File: src/rtl/comb_sweep_ctrl.sv
// comb_sweep_ctrl: steps a 3-input combinational circuit through all eight
// input vectors. Each response is captured into a small result buffer and
// checked against an expected truth table. Results are reported through
// start/busy/done.
//
// Handshake: start is sampled only in IDLE, and abort wins if both are high.
// busy rises on the accepting edge and stays high through APPLY, SAMPLE and
// DONE. On the edge that leaves DONE, busy falls and done pulses for one cycle.
// pass, err_cnt, fail_seen and first_fail are also stable from that edge.
// An abort in APPLY or SAMPLE drops busy on the next edge and gives no done
// pulse.
module comb_sweep_ctrl #(
  parameter int          SETTLE_CYCLES = 2,
  parameter logic [23:0] EXP_TABLE     = 24'hE94520
) (
  input  logic       clk,
  input  logic       rst,
  input  logic       start,
  input  logic       abort,
  input  logic [2:0] f_in,
  output logic [2:0] vec_out,
  output logic       busy,
  output logic       done,
  output logic       pass,
  output logic [3:0] err_cnt,
  output logic       fail_seen,
  output logic [2:0] first_fail,
  input  logic [2:0] rd_addr,
  output logic [2:0] rd_data,
  output logic [1:0] dbg_state
);

  typedef enum logic [1:0] {
    S_IDLE   = 2'd0,
    S_APPLY  = 2'd1,
    S_SAMPLE = 2'd2,
    S_DONE   = 2'd3
  } state_t;

  // Counter reload so that APPLY lasts exactly SETTLE_CYCLES cycles.
  localparam logic [3:0] RELOAD = 4'(SETTLE_CYCLES - 1);

  state_t     r_state;
  state_t     w_next;
  logic [2:0] r_idx;
  logic [3:0] r_cnt;
  logic [2:0] r_vec;
  logic       r_busy;
  logic       r_done;
  logic       r_pass;
  logic [3:0] r_err;
  logic       r_fail_seen;
  logic [2:0] r_first;
  logic [2:0] r_res [8];
  logic [2:0] w_exp_tab [8];
  logic       w_mismatch;

  // Unpack the expected truth table into one {F1,F2,F3} entry per vector.
  for (genvar g = 0; g < 8; g++) begin : g_exp
    assign w_exp_tab[g] = EXP_TABLE[3*g +: 3];
  end

  assign w_mismatch = (f_in != w_exp_tab[r_idx]);

  // State register.
  always_ff @(posedge clk or posedge rst) begin
    if (rst) r_state <= S_IDLE;
    else     r_state <= w_next;
  end

  // Next-state decode; abort only matters while a sweep is running.
  always_comb begin
    w_next = r_state;
    case (r_state)
      S_IDLE:   if (start && !abort) w_next = S_APPLY;
      S_APPLY:  if (abort) w_next = S_IDLE;
                else if (r_cnt == 4'd0) w_next = S_SAMPLE;
      S_SAMPLE: if (abort) w_next = S_IDLE;
                else if (r_idx == 3'd7) w_next = S_DONE;
                else w_next = S_APPLY;
      S_DONE:   w_next = S_IDLE;
      default:  w_next = S_IDLE;
    endcase
  end

  // Sweep datapath: vector drive, settle counter, scoring and result capture.
  always_ff @(posedge clk or posedge rst) begin
    if (rst) begin
      r_idx       <= 3'd0;
      r_cnt       <= 4'd0;
      r_vec       <= 3'd0;
      r_busy      <= 1'b0;
      r_done      <= 1'b0;
      r_pass      <= 1'b0;
      r_err       <= 4'd0;
      r_fail_seen <= 1'b0;
      r_first     <= 3'd0;
      for (int i = 0; i < 8; i++) r_res[i] <= 3'd0;
    end else begin
      r_done <= 1'b0;
      case (r_state)
        S_IDLE: begin
          if (start && !abort) begin
            r_idx       <= 3'd0;
            r_vec       <= 3'd0;
            r_cnt       <= RELOAD;
            r_err       <= 4'd0;
            r_fail_seen <= 1'b0;
            r_first     <= 3'd0;
            r_pass      <= 1'b0;
            r_busy      <= 1'b1;
          end
        end
        S_APPLY: begin
          if (abort) begin
            r_busy <= 1'b0;
            r_pass <= 1'b0;
          end else if (r_cnt != 4'd0) begin
            r_cnt <= r_cnt - 4'd1;
          end
        end
        S_SAMPLE: begin
          if (abort) begin
            r_busy <= 1'b0;
            r_pass <= 1'b0;
          end else begin
            r_res[r_idx] <= f_in;
            if (w_mismatch) begin
              r_err <= r_err + 4'd1;
              if (!r_fail_seen) begin
                r_first     <= r_idx;
                r_fail_seen <= 1'b1;
              end
            end
            if (r_idx != 3'd7) begin
              r_idx <= r_idx + 3'd1;
              r_vec <= r_idx + 3'd1;
              r_cnt <= RELOAD;
            end
          end
        end
        S_DONE: begin
          r_done <= 1'b1;
          r_pass <= (r_err == 4'd0);
          r_busy <= 1'b0;
        end
        default: ;
      endcase
    end
  end

  assign vec_out    = r_vec;
  assign busy       = r_busy;
  assign done       = r_done;
  assign pass       = r_pass;
  assign err_cnt    = r_err;
  assign fail_seen  = r_fail_seen;
  assign first_fail = r_first;
  assign rd_data    = r_res[rd_addr];
  assign dbg_state  = r_state;

endmodule

File: config.mk
export PLATFORM = sky130hd
export DESIGN_NAME = comb_sweep_ctrl
export DESIGN_NICKNAME = d
export VERILOG_FILES = /design/src/rtl/comb_sweep_ctrl.sv
export SDC_FILE = /design/constraint.sdc
export NUM_CORES = 1
export LEC_CHECK = 0
export ABC_CLOCK_PERIOD_IN_PS = 2400
export CAP_MARGIN = 5
export CELL_PAD_IN_SITES_DETAIL_PLACEMENT = 0
export CELL_PAD_IN_SITES_GLOBAL_PLACEMENT = 2
export CORE_MARGIN = 1.5
export CORE_UTILIZATION = 37
export CTS_CLUSTER_DIAMETER = 150
export CTS_CLUSTER_SIZE = 8
export DETAILED_ROUTE_END_ITERATION = 16
export PLACE_DENSITY = 0.88
export REMOVE_ABC_BUFFERS = 1
export SYNTH_ARGS = -nofsm -noshare
export SYNTH_HDL_FRONTEND = slang
export SYNTH_SLANG_ARGS = --single-unit
File: constraint.sdc
create_clock -name clk -period 2.4 [get_ports clk]
set_clock_uncertainty 0.15 [all_clocks]
set_input_delay 0.36 -clock clk [delete_from_list [all_inputs] [get_ports clk]]
set_output_delay 0.36 -clock clk [all_outputs]
set_load 0.05 [all_outputs]
==> flow_metrics.py <==
metrics = {
    "pwr": {
        "power.leakage_nw": 1.394,
        "combPwrFrac_pct": 42.0,
        "clockPowerShare_pct": 21.9,
        "pwr-share-seq_pct": 36.1,
        "swShare_pct": 36.70,
        "p_switching_mw": 1.081,
        "peakVddDrop_uv": 730.7,
        "p_per_area_mw_per_mm2": 991.2,
        "p_int_mw": 1.865,
    },
    "floorplanning": {
        "start_util_pct": 38.93,
        "die_area_mm2": 0.006827,
        "core_mm2": 0.006026,
        "die_y_um": 82.63,
        "io_pins": 29,
        "rows": 28,
        "die_width_um": 82.63,
    },
    "global_routing": {
        "top_usage_layer": "met2",
        "grt_use_met3_pct": 3.407,
        "overflow": 0,
        "grt_max_degree": 45,
        "grtUsageMet1_pct": 21.01,
        "antenna_found_initial": 0,
        "gr-usage-met2_pct": 24.47,
        "grt_pass1_vias": 1602,
        "grt_usage_pct": 15.42,
        "grt_pass1_wl_um": 7872,
    },
    "timing": {
        "fin_crit_sh_pct": 94.65,
        "finalHoldViolCount": 0,
        "timing.fmax_mhz": 440.2,
        "slew_viol_final": 0,
        "grt_setup_unrepaired": "no",
        "setup_viol": 0,
        "slew_headroom_pct": 62.21,
        "hold_ws_ns": 0.3437,
        "tightestPinTransition_ns": 0.5669,
        "finalCriticalPeriod_ns": 2.272,
    },
    "run": {
        "cap_violations": 0,
    },
    "drt": {
        "drc": 0,
        "firstDrtPassIters": 4,
        "wl_per_cell_um": 14.80,
        "wirelength_um": 4737,
        "num_vias": 1651,
        "antenna_left": 0,
        "drt_iter0_markers": 115,
        "viasPerCell": 5.159,
    },
    "final_layout": {
        "diodes": 0,
        "final_layout_size_suffix_gt1_share_pct": 20.82,
        "stdcell_area_mm2": 0.002973,
        "fillCellCount": 552,
        "multi_input_area_mm2": 0.001144,
        "num-nets-final": 268,
        "area_delta_synth_final_pct": 26.72,
        "ff_latch_area_mm2": 0.001101,
    },
    "worst_setup_path": {
        "path_cells": "clkdlybuf4s50_1 > mux4_2 > mux2_2 > buf_6",
        "worst_r2r_path_depth": 6,
        "r2r_end": "r_res[3]$_DFFE_PP0P_",
        "end_kind": "output pin",
        "crit_required_ns": 1.89,
        "cp-start-kind": "input pin",
        "worst-path-buf-inv": 2,
        "rrSetupSlack_ns": 0.28,
        "slowest_stage": "clkdlybuf4s50_1",
        "reg2reg_from": "dbg_state[0]$_DFFE_PP0P_",
        "crit_family": "buffers and inverters",
        "cp.arrival_ns": 1.76,
        "critPathMaxStageDelay_ns": 0.61,
        "worstPathMaxFanout": 6,
        "worstSetupPathType": "in -> out",
    },
    "min_path": {
        "worstHoldStart": "busy$_DFFE_PP0P_",
        "hold_depth": 1,
        "hold_end": "busy$_DFFE_PP0P_",
        "min_path_type": "reg -> reg",
    },
    "clocking": {
        "clock_sinks": 44,
        "cts_made_buffers": 5,
        "clk_latency_ns": 0.29,
        "htreeDepth": 2,
        "postCtsSetupBuffers": 0,
        "cts_max_path_buffers": 2,
        "root_buffer": "clkbuf_8",
        "clk_pin_slew_ns": 0.08,
        "cts_tree": "built",
    },
    "synth": {
        "synth.distinct_cells": 41,
        "syn_inst": 198,
        "yosys_warnings": 0,
        "synthArstFlopShare_pct": 100.0,
        "ys_ff_latch": 44,
        "synth_top_flop_cell": "dfrtp_1",
        "syn_area_mm2": 0.002346,
        "synth_edf_count": 0,
        "postSynthAreaPerCell_um2": 11.85,
        "synth_sequential_area_ratio_pct": 46.93,
    },
    "place": {
        "gp_congestion": 0.7372,
        "port_buffers": 28,
        "dp_hpwl_um": 3594,
        "placed_area_mm2": 0.002834,
    },
    "outcome": {
        "status": "complete, no violations",
    },
}
==> logic make-up after synthesis <==
family / after synthesis / share of synthesized area [%]
xor gates and xnor gates: 3 / 1.707
and+or+nand+nor: 46 / 10.03
adders and majority gates: 13 / 6.934
AOI/OAI and AO/OA: 31 / 9.546
DFF: 44 / 46.93
muxes: 37 / 20.53
buffers and inverters: 24 / 4.320
==> final cells by class <==
cell class,count,area share (%)
Clock inverter,2,2.020
Clock buffer,5,2.315
Multi-Input combinational cell,130,38.47
Sequential cell,44,37.04
Timing Repair Buffer,48,14.98
Inverter,16,2.020
Tap cell,75,3.157
==> metrics by stage <==
step / std cells / utilization, % / power, mW / TNS (ns) / setup WS (ns)
floorplan: 190 / - / 1.877 / -0.3437 / -0.1348
global placement: 313 / 47.03 / 2.303 / -0.1700 / -0.06021
detailed placement: 313 / 47.03 / 2.316 / -0.1560 / -0.06395
CTS: 320 / 49.34 / 2.989 / 0 / 0.1296
global route: 320 / 49.34 / 3.148 / 0 / 0.06722
finish: 320 / 49.34 / 2.947 / 0 / 0.1284
==> worst register-to-register path, cell delays in order (launching register included) <==
cell and delay (ns):
dfrtp_1 0.38, inv_1 0.11, ha_1 0.46, nor2b_1 0.23, buf_4 0.14, nand4_1 0.18, mux2_1 0.36
==> synthesized netlist by cell type, types with 3 or more instances <==
library cell | count | area [µm²]
mux2_2 | 10 | 112.6
nor2_1 | 7 | 26.28
ha_1 | 13 | 162.7
nand3_1 | 7 | 35.03
mux2_1 | 19 | 214.0
a22o_1 | 5 | 43.79
buf_2 | 3 | 15.01
o21ai_1 | 3 | 15.01
nand4_1 | 4 | 25.02
a21oi_1 | 7 | 35.03
mux4_2 | 6 | 135.1
inv_1 | 14 | 52.55
o21ai_0 | 3 | 15.01
nor3_1 | 6 | 30.03
dfrtp_1 | 44 | 1101
nand2_1 | 12 | 45.04
==> cells in the final DEF (no fill, tap or decap), types with 2 or more instances in the layout <==
cell              n
nand4_1           4
dfrtp_1          44
inv_1            13
mux2_1           19
nand3_1           7
buf_4            19
a21oi_1           7
clkbuf_8          5
nor4b_1           2
mux2i_1           2
o21ai_0           3
nand2_1          12
o31ai_2           2
nor2b_1           2
o21a_1            2
mux4_2            6
ha_1             13
inv_2             2
mux2_2           10
nor3_1            6
nor2_1            7
clkdlybuf4s50_1  24
buf_6             3
nand2b_1          2
o21ai_1           3
a22o_1            5
bufinv_16         2
xnor2_1           2
==> per-layer routing <==
layer | vias up | wire (µm)
met5 | - | 0
met4 | 0 | 89
met3 | 9 | 184
met2 | 32 | 2204
met1 | 800 | 2259
li1 | 810 | -
==> state kept, by name, indices dropped and copies added (netlist names) <==
signal      cells
pass            1
fail_seen       1
busy            1
r_res          24
err_cnt         4
done            1
dbg_state       2
vec_out         3
r_cnt           4
first_fail      3
==> worst max path at each step <==
stage	start	endpoint	slack, ns	depth (start not counted)
finish	rd_addr[1]	rd_data[2]	0.13	4
global route	vec_out[0]$_DFFE_PP0P_	err_cnt[2]$_DFFE_PP0P_	0.07	7
CTS	rd_addr[1]	rd_data[2]	0.13	4
detailed placement	rd_addr[0]	rd_data[2]	-0.06	5
global placement	rd_addr[0]	rd_data[2]	-0.06	5
floorplan	vec_out[1]$_DFFE_PP0P_	first_fail[1]$_DFFE_PP0P_	-0.13	7
==> power groups by stage <==
stage	logic, mW	registers (mW)	clock network [mW]
after global placement	1.23	1.08	0
final	1.24	1.06	0.645
after CTS	1.25	1.07	0.669
after floorplan	0.608	1.27	0
after global routing	1.35	1.09	0.703
after detailed placement	1.24	1.08	0
==> what timing repair did <==
item | CTS | global route
setup endpoints to repair | 3 | 0
gates resized for setup | 4 | 0
hold buffers | 0 | 0
(Power assumes the default switching activity.)
